==> config.mk <==
export PLATFORM = sky130hd
export DESIGN_NAME = overlap_accum_serial
export DESIGN_NICKNAME = d
export VERILOG_FILES = /design/src/rtl/obs_ovl_pkg.sv /design/src/rtl/ovl_place.sv /design/src/rtl/overlap_accum_serial.sv
export SDC_FILE = /design/constraint.sdc
export NUM_CORES = 1
export LEC_CHECK = 0
export BUFFER_PORTS_ARGS = -buffer_cell sky130_fd_sc_hd__buf_2
export CORE_ASPECT_RATIO = 0.8
export CORE_MARGIN = 1.5
export CORE_UTILIZATION = 40
export CTS_CLUSTER_DIAMETER = 60
export CTS_CLUSTER_SIZE = 40
export DETAILED_ROUTE_END_ITERATION = 8
export HOLD_SLACK_MARGIN = 0.02
export PLACE_DENSITY = 0.59
export SLEW_MARGIN = 25
export SYNTH_ARGS = -nofsm -noshare
export SYNTH_HDL_FRONTEND = slang
export SYNTH_SLANG_ARGS = --single-unit
==> constraint.sdc <==
create_clock -name clk -period 10.8 [get_ports clk]
set_input_delay 2.16 -clock clk [delete_from_list [all_inputs] [get_ports clk]]
set_output_delay 2.16 -clock clk [all_outputs]
set_load 0.05 [all_outputs]
==> src/rtl/obs_ovl_pkg.sv <==
// -----------------------------------------------------------------------------
// obs_ovl_pkg
// Shared definitions for the serial overlap accumulator of the OBS GF(2^m)
// multiplier datapath.
//   T1_SEL..T4_SEL : term-select tag values carried on in_sel
//   state_t        : collector FSM state (COLLECT, FULL)
//   res_w()        : combined result width for a sub-product width w (2w+1)
// -----------------------------------------------------------------------------
package obs_ovl_pkg;

  localparam logic [1:0] T1_SEL = 2'd0;
  localparam logic [1:0] T2_SEL = 2'd1;
  localparam logic [1:0] T3_SEL = 2'd2;
  localparam logic [1:0] T4_SEL = 2'd3;

  typedef enum logic {
    COLLECT = 1'b0,
    FULL    = 1'b1
  } state_t;

  function automatic int res_w(input int w);
    return 2 * w + 1;
  endfunction

endpackage

==> src/rtl/ovl_place.sv <==
// -----------------------------------------------------------------------------
// ovl_place
// Purely combinational placement of one sub-product term at its interleaved
// overlap position inside the (2W+1)-bit result.
//   T1[i] -> bit 2i, T2[i]/T3[i] -> bit 2i+1, T4[i] -> bit 2i+2
// Ports:
//   sel    in  2       term index (T1_SEL..T4_SEL)
//   data   in  W       term bits
//   placed out 2W+1    term shifted/interleaved into result position
// -----------------------------------------------------------------------------
module ovl_place
  import obs_ovl_pkg::*;
#(
  parameter int W = 59
) (
  input  logic [1:0]          sel,
  input  logic [W-1:0]        data,
  output logic [res_w(W)-1:0] placed
);

  always_comb begin
    // NOTE: every bit gets a default before the loop fills some of them, so
    // no path leaves placed unassigned and no latch is inferred.
    placed = '0;
    for (int i = 0; i < W; i++) begin
      case (sel)
        T1_SEL:         placed[2*i]   = data[i];
        T2_SEL, T3_SEL: placed[2*i+1] = data[i];
        default:        placed[2*i+2] = data[i];
      endcase
    end
  end

endmodule

==> src/rtl/overlap_accum_serial.sv <==
// -----------------------------------------------------------------------------
// overlap_accum_serial
// Serial overlap combiner: collects the four Karatsuba sub-products T1..T4 as
// tagged words on one bus (any order), XOR-accumulates each at its overlap
// position and hands the (2W+1)-bit result to a one-entry output register
// with a valid/ready handshake. If the output register is still occupied when
// a frame completes, the full result is parked in acc (state FULL) and input
// is stalled until it can move out.
//
// Optional feature (macro OVL_DUP_ERR_EN): a term whose tag was already seen
// in the current frame is consumed without being accumulated and dup_err
// pulses for one cycle. Without the macro a repeated term is XORed in again
// and dup_err is tied 0.
//
// Ports:
//   clk, rst   clock (rising edge), asynchronous active-high reset
//   clr        synchronous abort of the frame being collected
//   in_valid / in_ready / in_sel[SEL_W] / in_data[W]   term input
//   out_valid / out_ready / out_data[2W+1]             result output
//   dup_err    one-cycle duplicate-term pulse
// -----------------------------------------------------------------------------
module overlap_accum_serial
  import obs_ovl_pkg::*;
#(
  parameter int W     = 59,
  parameter int SEL_W = 2
) (
  input  logic                clk,
  input  logic                rst,
  input  logic                clr,
  input  logic                in_valid,
  output logic                in_ready,
  input  logic [SEL_W-1:0]    in_sel,
  input  logic [W-1:0]        in_data,
  output logic                out_valid,
  input  logic                out_ready,
  output logic [res_w(W)-1:0] out_data,
  output logic                dup_err
);

  localparam int OW = res_w(W);

  state_t          state, state_n;
  logic [OW-1:0]   acc, acc_n;
  logic [3:0]      mask, mask_n;
  logic [OW-1:0]   placed;
  logic [OW-1:0]   contrib;
  logic [OW-1:0]   acc_sum;
  logic [3:0]      onehot;
  logic [3:0]      mask_sum;
  logic            accept;
  logic            out_free;
  logic            load;
  logic [OW-1:0]   load_data;

  ovl_place #(.W(W)) u_place (
    .sel    (in_sel),
    .data   (in_data),
    .placed (placed)
  );

  assign in_ready = (state == COLLECT) && !clr;
  assign accept   = in_valid && in_ready;
  assign onehot   = 4'b0001 << in_sel;
  assign mask_sum = mask | onehot;
  // The output register can take a new result if empty or draining this cycle.
  assign out_free = !out_valid || out_ready;

`ifdef OVL_DUP_ERR_EN
  logic dup;
  assign dup     = accept && mask[in_sel];
  assign contrib = dup ? '0 : placed;

  always_ff @(posedge clk or posedge rst) begin
    if (rst) dup_err <= 1'b0;
    else     dup_err <= dup;
  end
`else
  assign contrib = placed;
  assign dup_err = 1'b0;
`endif

  assign acc_sum = acc ^ contrib;

  always_comb begin
    state_n   = state;
    acc_n     = acc;
    mask_n    = mask;
    load      = 1'b0;
    load_data = acc;
    if (clr) begin
      // Abort wins over everything, including a parked result in FULL.
      state_n = COLLECT;
      acc_n   = '0;
      mask_n  = '0;
    end else begin
      case (state)
        COLLECT: begin
          if (accept) begin
            if (mask_sum == 4'hF) begin
              if (out_free) begin
                load      = 1'b1;
                load_data = acc_sum;
                acc_n     = '0;
                mask_n    = '0;
              end else begin
                acc_n   = acc_sum;
                mask_n  = mask_sum;
                state_n = FULL;
              end
            end else begin
              acc_n  = acc_sum;
              mask_n = mask_sum;
            end
          end
        end
        FULL: begin
          if (out_free) begin
            load      = 1'b1;
            load_data = acc;
            acc_n     = '0;
            mask_n    = '0;
            state_n   = COLLECT;
          end
        end
        default: state_n = COLLECT;
      endcase
    end
  end

  // NOTE: sequential state uses non-blocking assignments so every register
  // samples the pre-edge values regardless of block evaluation order.
  always_ff @(posedge clk or posedge rst) begin
    if (rst) begin
      state <= COLLECT;
      acc   <= '0;
      mask  <= '0;
    end else begin
      state <= state_n;
      acc   <= acc_n;
      mask  <= mask_n;
    end
  end

  // One-entry output register: reload has priority, so drain and reload in
  // the same cycle yields back-to-back results.
  always_ff @(posedge clk or posedge rst) begin
    if (rst) begin
      out_valid <= 1'b0;
      out_data  <= '0;
    end else if (load) begin
      out_valid <= 1'b1;
      out_data  <= load_data;
    end else if (out_ready) begin
      out_valid <= 1'b0;
    end
  end

endmodule
==> results of run 1 <==
[cell usage after synthesis, drive strengths merged, types with 13 or more instances]
cell / count
a21oi: 159
a22o: 48
a22oi: 57
a31oi: 117
buf: 42
clkbuf: 87
dfrtp: 244
inv: 54
mux2i: 20
nand2: 136
nand3: 51
nor3: 50
o211a: 47
o21ai: 101
o221a: 13
or3: 145
xor2: 13
[layout make-up]
| cell class | instances | area (sq um) | share of cell area (%) |
|---|---|---|---|
| timing repair buffer | 200 | 1060 | 7.11 |
| sequential | 244 | 6110 | 41.0 |
| clock buffer | 28 | 634 | 4.26 |
| inverter | 54 | 210 | 1.41 |
| tap | 420 | 526 | 3.53 |
| multi-input combinational | 1009 | 6210 | 41.7 |
| clock inverter | 13 | 155 | 1.04 |
[routing by layer]
layer | GRT usage [%] | part of all wire (%) | up-vias
met3 | 2.76 | 6.2 | 44
met2 | 36.6 | 46 | 386
met1 | 33.2 | 47 | 5808
met4 | 5.15 | 1.6 | 2
met5 | 0 | 0.039 | -
li1 | - | - | 5584
[cells by family (layout without fill, tap and decap cells)]
family,count (synthesis),count (layout),synth area share [%]
buffers and inverters,183,295,5.93
muxes,20,20,1.54
other,1,1,0.0288
and+or+nand+nor,411,411,16.3
adders and majority gates,5,5,0.481
AOI/OAI and AO/OA,559,559,27.9
DFF,244,244,46.9
xor gates and xnor gates,13,13,0.875
[critical path: stages]
cell and delay, ps:
buf_2 130, nor2_1 220, buf_2 320
[power by group through the flow]
stage | registers (mW) | logic, mW | clock network (mW)
after global placement | 1.45 | 1.33 | 0
after floorplan | 1.96 | 0.473 | 0
after detailed placement | 1.45 | 1.35 | 0
final | 1.44 | 1.34 | 0.854
after global routing | 1.48 | 1.44 | 0.918
after CTS | 1.44 | 1.35 | 0.881
[worst max-delay path by stage]
| stage | startpoint | depth (start not counted) | end | slack [ps] |
|---|---|---|---|---|
| 6_report | clr | 3 | in_ready | 5800 |
| 5_1_grt | clr | 3 | in_ready | 5770 |
| 4_1_cts | clr | 3 | in_ready | 5800 |
| 3_5_place_dp | in_sel[0] | 8 | acc[114] | 5560 |
| 3_3_place_gp | in_sel[0] | 8 | acc[110] | 5670 |
| 2_1_floorplan | rst | 1 | acc[0] | 1940 |
[state kept, by name (all words and copies together) (netlist names)]
name,flops
out_data,119
acc,119
out_valid,1
state,1
mask,4
[metrics by stage]
step	hold WS [ps]	setup slack, ps
after detailed placement	500	5560
after floorplan	472	1940
after global routing	527	5770
after CTS	511	5800
final	507	5800
after global placement	488	5670
==> flow_summary.json, run 1 <==
{
  "ys_seq_area_share_pct": 46.9,
  "internal_power_mw": 2.05,
  "postLayoutCoreUtil_pct": 47.0,
  "period_minus_slack_ps": 5000,
  "routedWlPerCell_microns": 19.6,
  "cts-buffers-inserted": 23,
  "overflow": 0,
  "ys_warn_count": 0,
  "grt_pass1_wl_microns": 61900,
  "power.total_mw": 3.64,
  "fmax_mhz": 200,
  "syn_inst": 1436,
  "clock-sinks": 244,
  "fp.dieH_microns": 164,
  "hold_violations": 0,
  "ir_drop_v": 0.000130,
  "slew_viol_final": 0,
  "worst-r2r-cell-count": 4,
  "period_share_pct": 46.3,
  "outcome": "finished, final reports clean",
  "clock_path_buffers": 3,
  "drcViolationCount": 0,
  "ioPinCount": 188,
  "avgSynthCellArea_sq_um": 9.06,
  "synth_largest_area_cell": "dfrtp_1",
  "worstHoldPathType": "register to register",
  "r2r-start": "state",
  "p_switching_mw": 1.59,
  "cts_resized": 0,
  "tns_ps": 0,
  "fin_cells": 1968,
  "rsz0062_at_grt": "no",
  "stdcell_area_sq_um": 14900,
  "grt_usage_pct": 22.9,
  "wirelength_microns": 38700,
  "setup_violations": 0,
  "clockPowerShare_pct": 23.5,
  "synth.area.top_cells": "dfrtp_1 47%, or3_1 7.0%, a21oi_1 6.1%",
  "die_w_microns": 205,
  "power_frac_seq_pct": 39.6,
  "mappedNetlistNets": 1507,
  "p_sw_share_pct": 43.7,
  "rows": 58,
  "worst_setup_path_start_kind": "input port",
  "cts_setup_buffers": 0,
  "p_leak_nw": 7.02,
  "max_slew.worst_pin.slew_ps": 1020,
  "start_util_pct": 41.0,
  "cts_root_buf": "clkbuf_16",
  "coreArea_sq_um": 31700,
  "final_layout_size_suffix_gt1_share_pct": 17.2,
  "place.gp.congestion": 0.758,
  "worstHoldEndpoint": "acc[60]",
  "final_common_cell": "dfrtp_1",
  "layout_common_cells": "244 x dfrtp_1, 186 x buf_2, 159 x a21oi_1",
  "combPwrFrac_pct": 36.9,
  "power_density_nw_per_um2": 244,
  "antenna_found_initial": 1,
  "cts_hold_buf": 0,
  "critical_path_arrival_ps": 2840,
  "synth_top_flop_cell": "dfrtp_1",
  "vias": 11800,
  "hp-start": "acc[60]",
  "antennaDiodeCount": 0,
  "drt_iter0_markers": 810,
  "r2r-end": "out_data[0]",
  "dr.pass1.iters": 5,
  "synth_top_area_share_pct": 46.9,
  "dpl.cell_count": 1927,
  "cts_tree": "yes",
  "synth-edff-count": 0,
  "skew_ps": 17.8,
  "fillers": 2972,
  "dpl.hpwl_microns": 21700,
  "via_per_inst": 6.01,
  "required_ps": 8640,
  "ant_nets": 0,
  "crit_fanout": 6,
  "clk_latency_ps": 540,
  "layout.nets": 1603,
  "clk_pin_slew_ps": 80,
  "die_area_sq_um": 33600,
  "drv_cap": 0,
  "netlist_area_sq_um": 13000,
  "end_kind": "output pin",
  "grt_pass1_vias": 11200,
  "async_reset_ff_share_pct": 100,
  "area_delta_synth_final_pct": 14.5,
  "min_delay_path_depth": 1,
  "port_buffers": 186,
  "dpl_cell_area_sq_um": 14100,
  "rrSetupSlack_ps": 7830,
  "critical_path_class": "input port to output pin",
  "ys_seq_elements": 244,
  "htree_levels": 1,
  "synth.distinct_cells": 40,
  "grt_max_degree": 214,
  "slew_headroom_pct": 31.7
}
(Power assumes the default switching activity.)
==> run 2, diff against run 1 <==
--- a/config.mk
+++ b/config.mk
@@ -13,7 +13,7 @@
 export CTS_CLUSTER_SIZE = 40
 export DETAILED_ROUTE_END_ITERATION = 8
 export HOLD_SLACK_MARGIN = 0.02
-export PLACE_DENSITY = 0.59
+export PLACE_DENSITY = 0.61
 export SLEW_MARGIN = 25
 export SYNTH_ARGS = -nofsm -noshare
 export SYNTH_HDL_FRONTEND = slang
==> constraint.sdc (replaced) <==
create_clock -name clk -period 4.3 [get_ports clk]
set_input_delay 0.86 -clock clk [delete_from_list [all_inputs] [get_ports clk]]
set_output_delay 0.86 -clock clk [all_outputs]
set_load 0.05 [all_outputs]
==> run 2 against run 1 <==
  * Global-route usage shrank 0.16 points
  * Total power grew to 2.5 times the previous value
  * Sequential power rose to 2.5 times the previous value
  * Non-clock buffer count rose by 14
  * Final cell count up 0.71%
  * Flip-flop and latch count is the same
  * Die area is the same
  * Critical path type is now input port to register
==> flow_summary.json, run 2 (same netlist as run 1, synthesis figures left out) <==
{
  "outcome": "finished, final reports clean",
  "grt_usage_pct": 22.7,
  "die_w_microns": 205,
  "final_layout_size_suffix_gt1_share_pct": 17.9,
  "worstPathCellList": "buf_2, inv_1, ha_1, o22ai_1, or4_1, buf_4, nand2_4, o221a_2",
  "fillers": 2999,
  "whs_ps": 480,
  "clk_pin_slew_ps": 90,
  "drt_iter0_markers": 853,
  "dpl.hpwl_microns": 23000,
  "power.total_mw": 9.17,
  "power_density_nw_per_um2": 604,
  "path_buf_inv": 3,
  "clock-sinks": 244,
  "layout_common_cells": "244 x dfrtp_1, 186 x buf_2, 159 x a21oi_1",
  "grt_pass1_vias": 11000,
  "dr.pass1.iters": 7,
  "cp_slowest_cell": "o221a_2",
  "worst_setup_path_start_kind": "input port",
  "start_util_pct": 41.0,
  "required_ps": 4700,
  "clk_latency_ps": 530,
  "grt_pass1_wl_microns": 61300,
  "tns_ps": 0,
  "dpl.cell_count": 1940,
  "cpPeakStageDelay_ps": 510,
  "gr-usage-met3_pct": 2.74,
  "drcViolationCount": 0,
  "area_delta_synth_final_pct": 16.8,
  "postLayoutCoreUtil_pct": 47.9,
  "fp.dieH_microns": 164,
  "antenna_found_initial": 1,
  "p_leak_nw": 7.13,
  "rows": 58,
  "overflow": 0,
  "ioPinCount": 188,
  "hold_violations": 0,
  "fin_cells": 1982,
  "ir_drop_v": 0.000316,
  "rrSetupSlack_ps": 1690,
  "end_kind": "register",
  "period_minus_slack_ps": 2900,
  "stdcell_area_sq_um": 15200,
  "period_share_pct": 67.4,
  "max_slew.worst_pin.slew_ps": 1100,
  "critical_path_arrival_ps": 3300,
  "vias": 11800,
  "coreArea_sq_um": 31700,
  "routedWlPerCell_microns": 19.3,
  "cts-buffers-inserted": 22,
  "setup_violations": 0,
  "die_area_sq_um": 33600,
  "reg.largest.list": "acc (119), out_data (119), mask (4)",
  "via_per_inst": 5.96,
  "fmax_mhz": 345,
  "rsz0062_at_grt": "no",
  "cts_resized": 0,
  "port_buffers": 186,
  "place_ws_ps": 850,
  "skew_ps": 28.2,
  "met2_usage_pct": 36.5,
  "cp_top_family": "compound AO/OA/AOI/OAI gates",
  "cts_tree": "yes",
  "cts_hold_buf": 0,
  "dpl_cell_area_sq_um": 14400,
  "wirelength_microns": 38300,
  "grt_max_degree": 123,
  "ant_nets": 0,
  "grtUsageMet1_pct": 33.0,
  "slew_headroom_pct": 26.4,
  "drv_cap": 0,
  "grt-busiest-layer": "met2",
  "slew_viol_final": 0,
  "layout.nets": 1616,
  "setup_slack_ps": 1400,
  "crit_fanout": 62,
  "cts_setup_buffers": 0,
  "final_common_cell": "dfrtp_1",
  "cts_root_buf": "clkbuf_16",
  "htree_levels": 1,
  "critical_path_class": "input port to register",
  "clock_path_buffers": 3,
  "worstHoldPathType": "input port to asynchronous set/reset pin",
  "place.gp.congestion": 0.786
}
-- run 2: changes by cell type in the layout (fill, tap and decap cells not counted), sizes merged --
| cell | before | now |
|---|---|---|
| inv | 61 | 58 |
| buf | 200 | 214 |
| diode | 0 | 1 |
| clkinv | 5 | 8 |
| bufinv | 0 | 1 |
| clkinvlp | 1 | 2 |
| clkbuf | 28 | 25 |
-- run 2: worst paths after layout --
kind,start,end,cells after the start
hold / removal,rst,out_data[8],2
max in group asynchronous,rst,out_data[85],3
setup reg to reg,state,out_data[108],5
hold reg to reg,acc[64],acc[64],1
setup / recovery,in_sel[1],out_data[108],8
min in group clk,acc[64],acc[64],1
-- run 2: layer usage --
metal  vias to the layer above  wire length (microns)
li1                       5610                      -
met1                      5750                  18200
met2                       399                  17200
met3                        47                   2300
met4                         2                    580
met5                         -                     13
-- run 2: where the power goes --
| part | leakage [nW] | switching [mW] | total (mW) | internal (mW) |
|---|---|---|---|---|
| sequential | 3.15 | 0.592 | 3.62 | 3.02 |
| clock | 0.384 | 1.03 | 2.16 | 1.13 |
| combinational | 3.59 | 2.37 | 3.40 | 1.03 |
| total | 7.13 | 3.99 | 9.17 | 5.18 |
-- run 2: layout make-up --
type	instances	area (sq um)	share of cell area (%)
multi-input combinational	1009	6210	40.9
sequential	244	6110	40.2
timing repair buffer	214	1340	8.82
clock buffer	25	603	3.97
tap	420	526	3.46
inverter	54	206	1.36
clock inverter	15	196	1.29
antenna	1	2.50	0.0165
==> run 3, diff against run 2 <==
--- a/config.mk
+++ b/config.mk
@@ -13,7 +13,7 @@
 export CTS_CLUSTER_SIZE = 40
 export DETAILED_ROUTE_END_ITERATION = 8
 export HOLD_SLACK_MARGIN = 0.02
-export PLACE_DENSITY = 0.61
+export PLACE_DENSITY = 0.59
 export SLEW_MARGIN = 25
 export SYNTH_ARGS = -nofsm -noshare
 export SYNTH_HDL_FRONTEND = slang
==> constraint.sdc (replaced) <==
create_clock -name clk -period 2.8 [get_ports clk]
set_input_delay 0.56 -clock clk [delete_from_list [all_inputs] [get_ports clk]]
set_output_delay 0.56 -clock clk [all_outputs]
set_load 0.05 [all_outputs]
==> run 3 against run 2 <==
  * Non-clock buffer count is 17 higher
  * Largest cell class unchanged
  * Design area is 2.2% higher
  * Combinational power is 54% higher
  * Sequential power is 54% higher
  * Highest routed layer is now met4
  * Flip-flop and latch count stayed put
==> flow_summary.json, run 3 (same netlist as run 1, synthesis figures left out) <==
{
  "overflow": 0,
  "period_share_pct": 74.1,
  "period_minus_slack_ps": 2080,
  "start_util_pct": 41.0,
  "worst_setup_path_start_kind": "register",
  "dpl_cell_area_sq_um": 14600,
  "layout_common_cells": "244 x dfrtp_1, 186 x buf_2, 159 x a21oi_1",
  "clock_path_buffers": 3,
  "power_density_nw_per_um2": 936,
  "slew_viol_final": 0,
  "max_slew.worst_pin.slew_ps": 704,
  "hp-start": "clr",
  "grt_usage_pct": 23.3,
  "drv_cap": 0,
  "critical_path_arrival_ps": 1520,
  "antenna_found_initial": 0,
  "skew_ps": 20.7,
  "cts_root_buf": "clkbuf_16",
  "clk_latency_ps": 540,
  "r2r-start": "state",
  "grt_max_degree": 90,
  "drt_iter0_markers": 817,
  "rows": 58,
  "grt_pass1_vias": 11400,
  "port_buffers": 186,
  "die_area_sq_um": 33600,
  "crit_fanout": 7,
  "wirelength_microns": 39200,
  "worstHoldPathType": "input port to register",
  "antennaDiodeCount": 0,
  "final_layout_size_suffix_gt1_share_pct": 19.0,
  "cts_resized": 0,
  "postLayoutCoreUtil_pct": 48.9,
  "rsz0062_at_grt": "no",
  "fmax_mhz": 482,
  "layout.nets": 1635,
  "outcome": "finished, final reports clean",
  "drcViolationCount": 0,
  "critical_path_class": "register to output pin",
  "cts-buffers-inserted": 24,
  "place.gp.congestion": 0.755,
  "grt_pass1_wl_microns": 63200,
  "ioPinCount": 188,
  "clk_pin_slew_ps": 80,
  "slew_headroom_pct": 53.0,
  "cts_hold_buf": 1,
  "hold_violations": 0,
  "power.total_mw": 14.5,
  "htree_levels": 1,
  "p_leak_nw": 7.30,
  "ant_nets": 0,
  "worstHoldEndpoint": "state",
  "die_w_microns": 205,
  "via_per_inst": 6.03,
  "ir_drop_v": 0.000562,
  "end_kind": "output pin",
  "final_common_cell": "dfrtp_1",
  "coreArea_sq_um": 31700,
  "vias": 12100,
  "dr.pass1.iters": 8,
  "setup_violations": 0,
  "r2r-end": "out_data[46]",
  "worst-r2r-cell-count": 6,
  "routedWlPerCell_microns": 19.6,
  "place_ws_ps": 242,
  "fp.dieH_microns": 164,
  "cts_tree": "yes",
  "reg.largest.list": "acc (119), out_data (119), mask (4)",
  "required_ps": 2240,
  "cts_setup_buffers": 0,
  "area_delta_synth_final_pct": 19.3,
  "setup_slack_ps": 724,
  "rrSetupSlack_ps": 730,
  "stdcell_area_sq_um": 15500,
  "dpl.hpwl_microns": 24500,
  "min_delay_path_depth": 2,
  "clock-sinks": 244
}
[run 3: changes by cell type in the layout (fill, tap and decap cells not counted), moves of 2 or more]
cell,before,now
buf_12,14,24
buf_4,12,20
clkbuf_16,23,25
clkbuf_8,2,0
clkinv_2,0,2
clkinv_4,3,1
clkinv_8,5,3
inv_16,0,2
inv_6,4,1
inv_8,0,6
[run 3: metal layers]
| layer | track usage (%) | wire length [microns] |
|---|---|---|
| met1 | 33.1 | 17800 |
| met2 | 37.6 | 18000 |
| met3 | 3.00 | 2650 |
| met4 | 6.08 | 757 |
| met5 | 0 | 0 |
[run 3: worst max-delay path by stage]
stage | startpoint | slack [ps] | to | depth (start not counted)
floorplan | rst | -960 | acc[0] | 1
global placement | in_sel[0] | 270 | out_data[81] | 9
detailed placement | in_sel[1] | 240 | out_data[81] | 9
CTS | state | 710 | in_ready | 2
global route | state | 590 | acc[51] | 5
finish | state | 720 | in_ready | 2
[run 3: worst max-delay path, cell delays in order, from the launching register on]
cell,delay (ps)
dfrtp_1,450
nor2_1,230
buf_2,310
[run 3: through the flow]
stage / cells / TNS, ps / hold WS, ps
floorplan: 1436 / -235160 / 472
finish: 2002 / 0 / 286
CTS: 2002 / 0 / 255
global placement: 1957 / 0 / 488
global route: 2002 / 0 / 261
detailed placement: 1957 / 0 / 495
[run 3: where the power goes]
part           leakage [nW]  switching (mW)  internal, mW  total, mW
clock                 0.444            1.74          1.96       3.70
combinational          3.70            3.66          1.59       5.25
sequential             3.15           0.927          4.64       5.57
[run 3: final cells by class]
cell class / instances / area (sq um)
Timing Repair Buffer: 231 / 1570
Tap cell: 420 / 526
Sequential cell: 244 / 6110
Multi-Input combinational cell: 1009 / 6210
Clock inverter: 19 / 277
Clock buffer: 25 / 626
Fill cell: 2957 / 16200
Inverter: 54 / 206
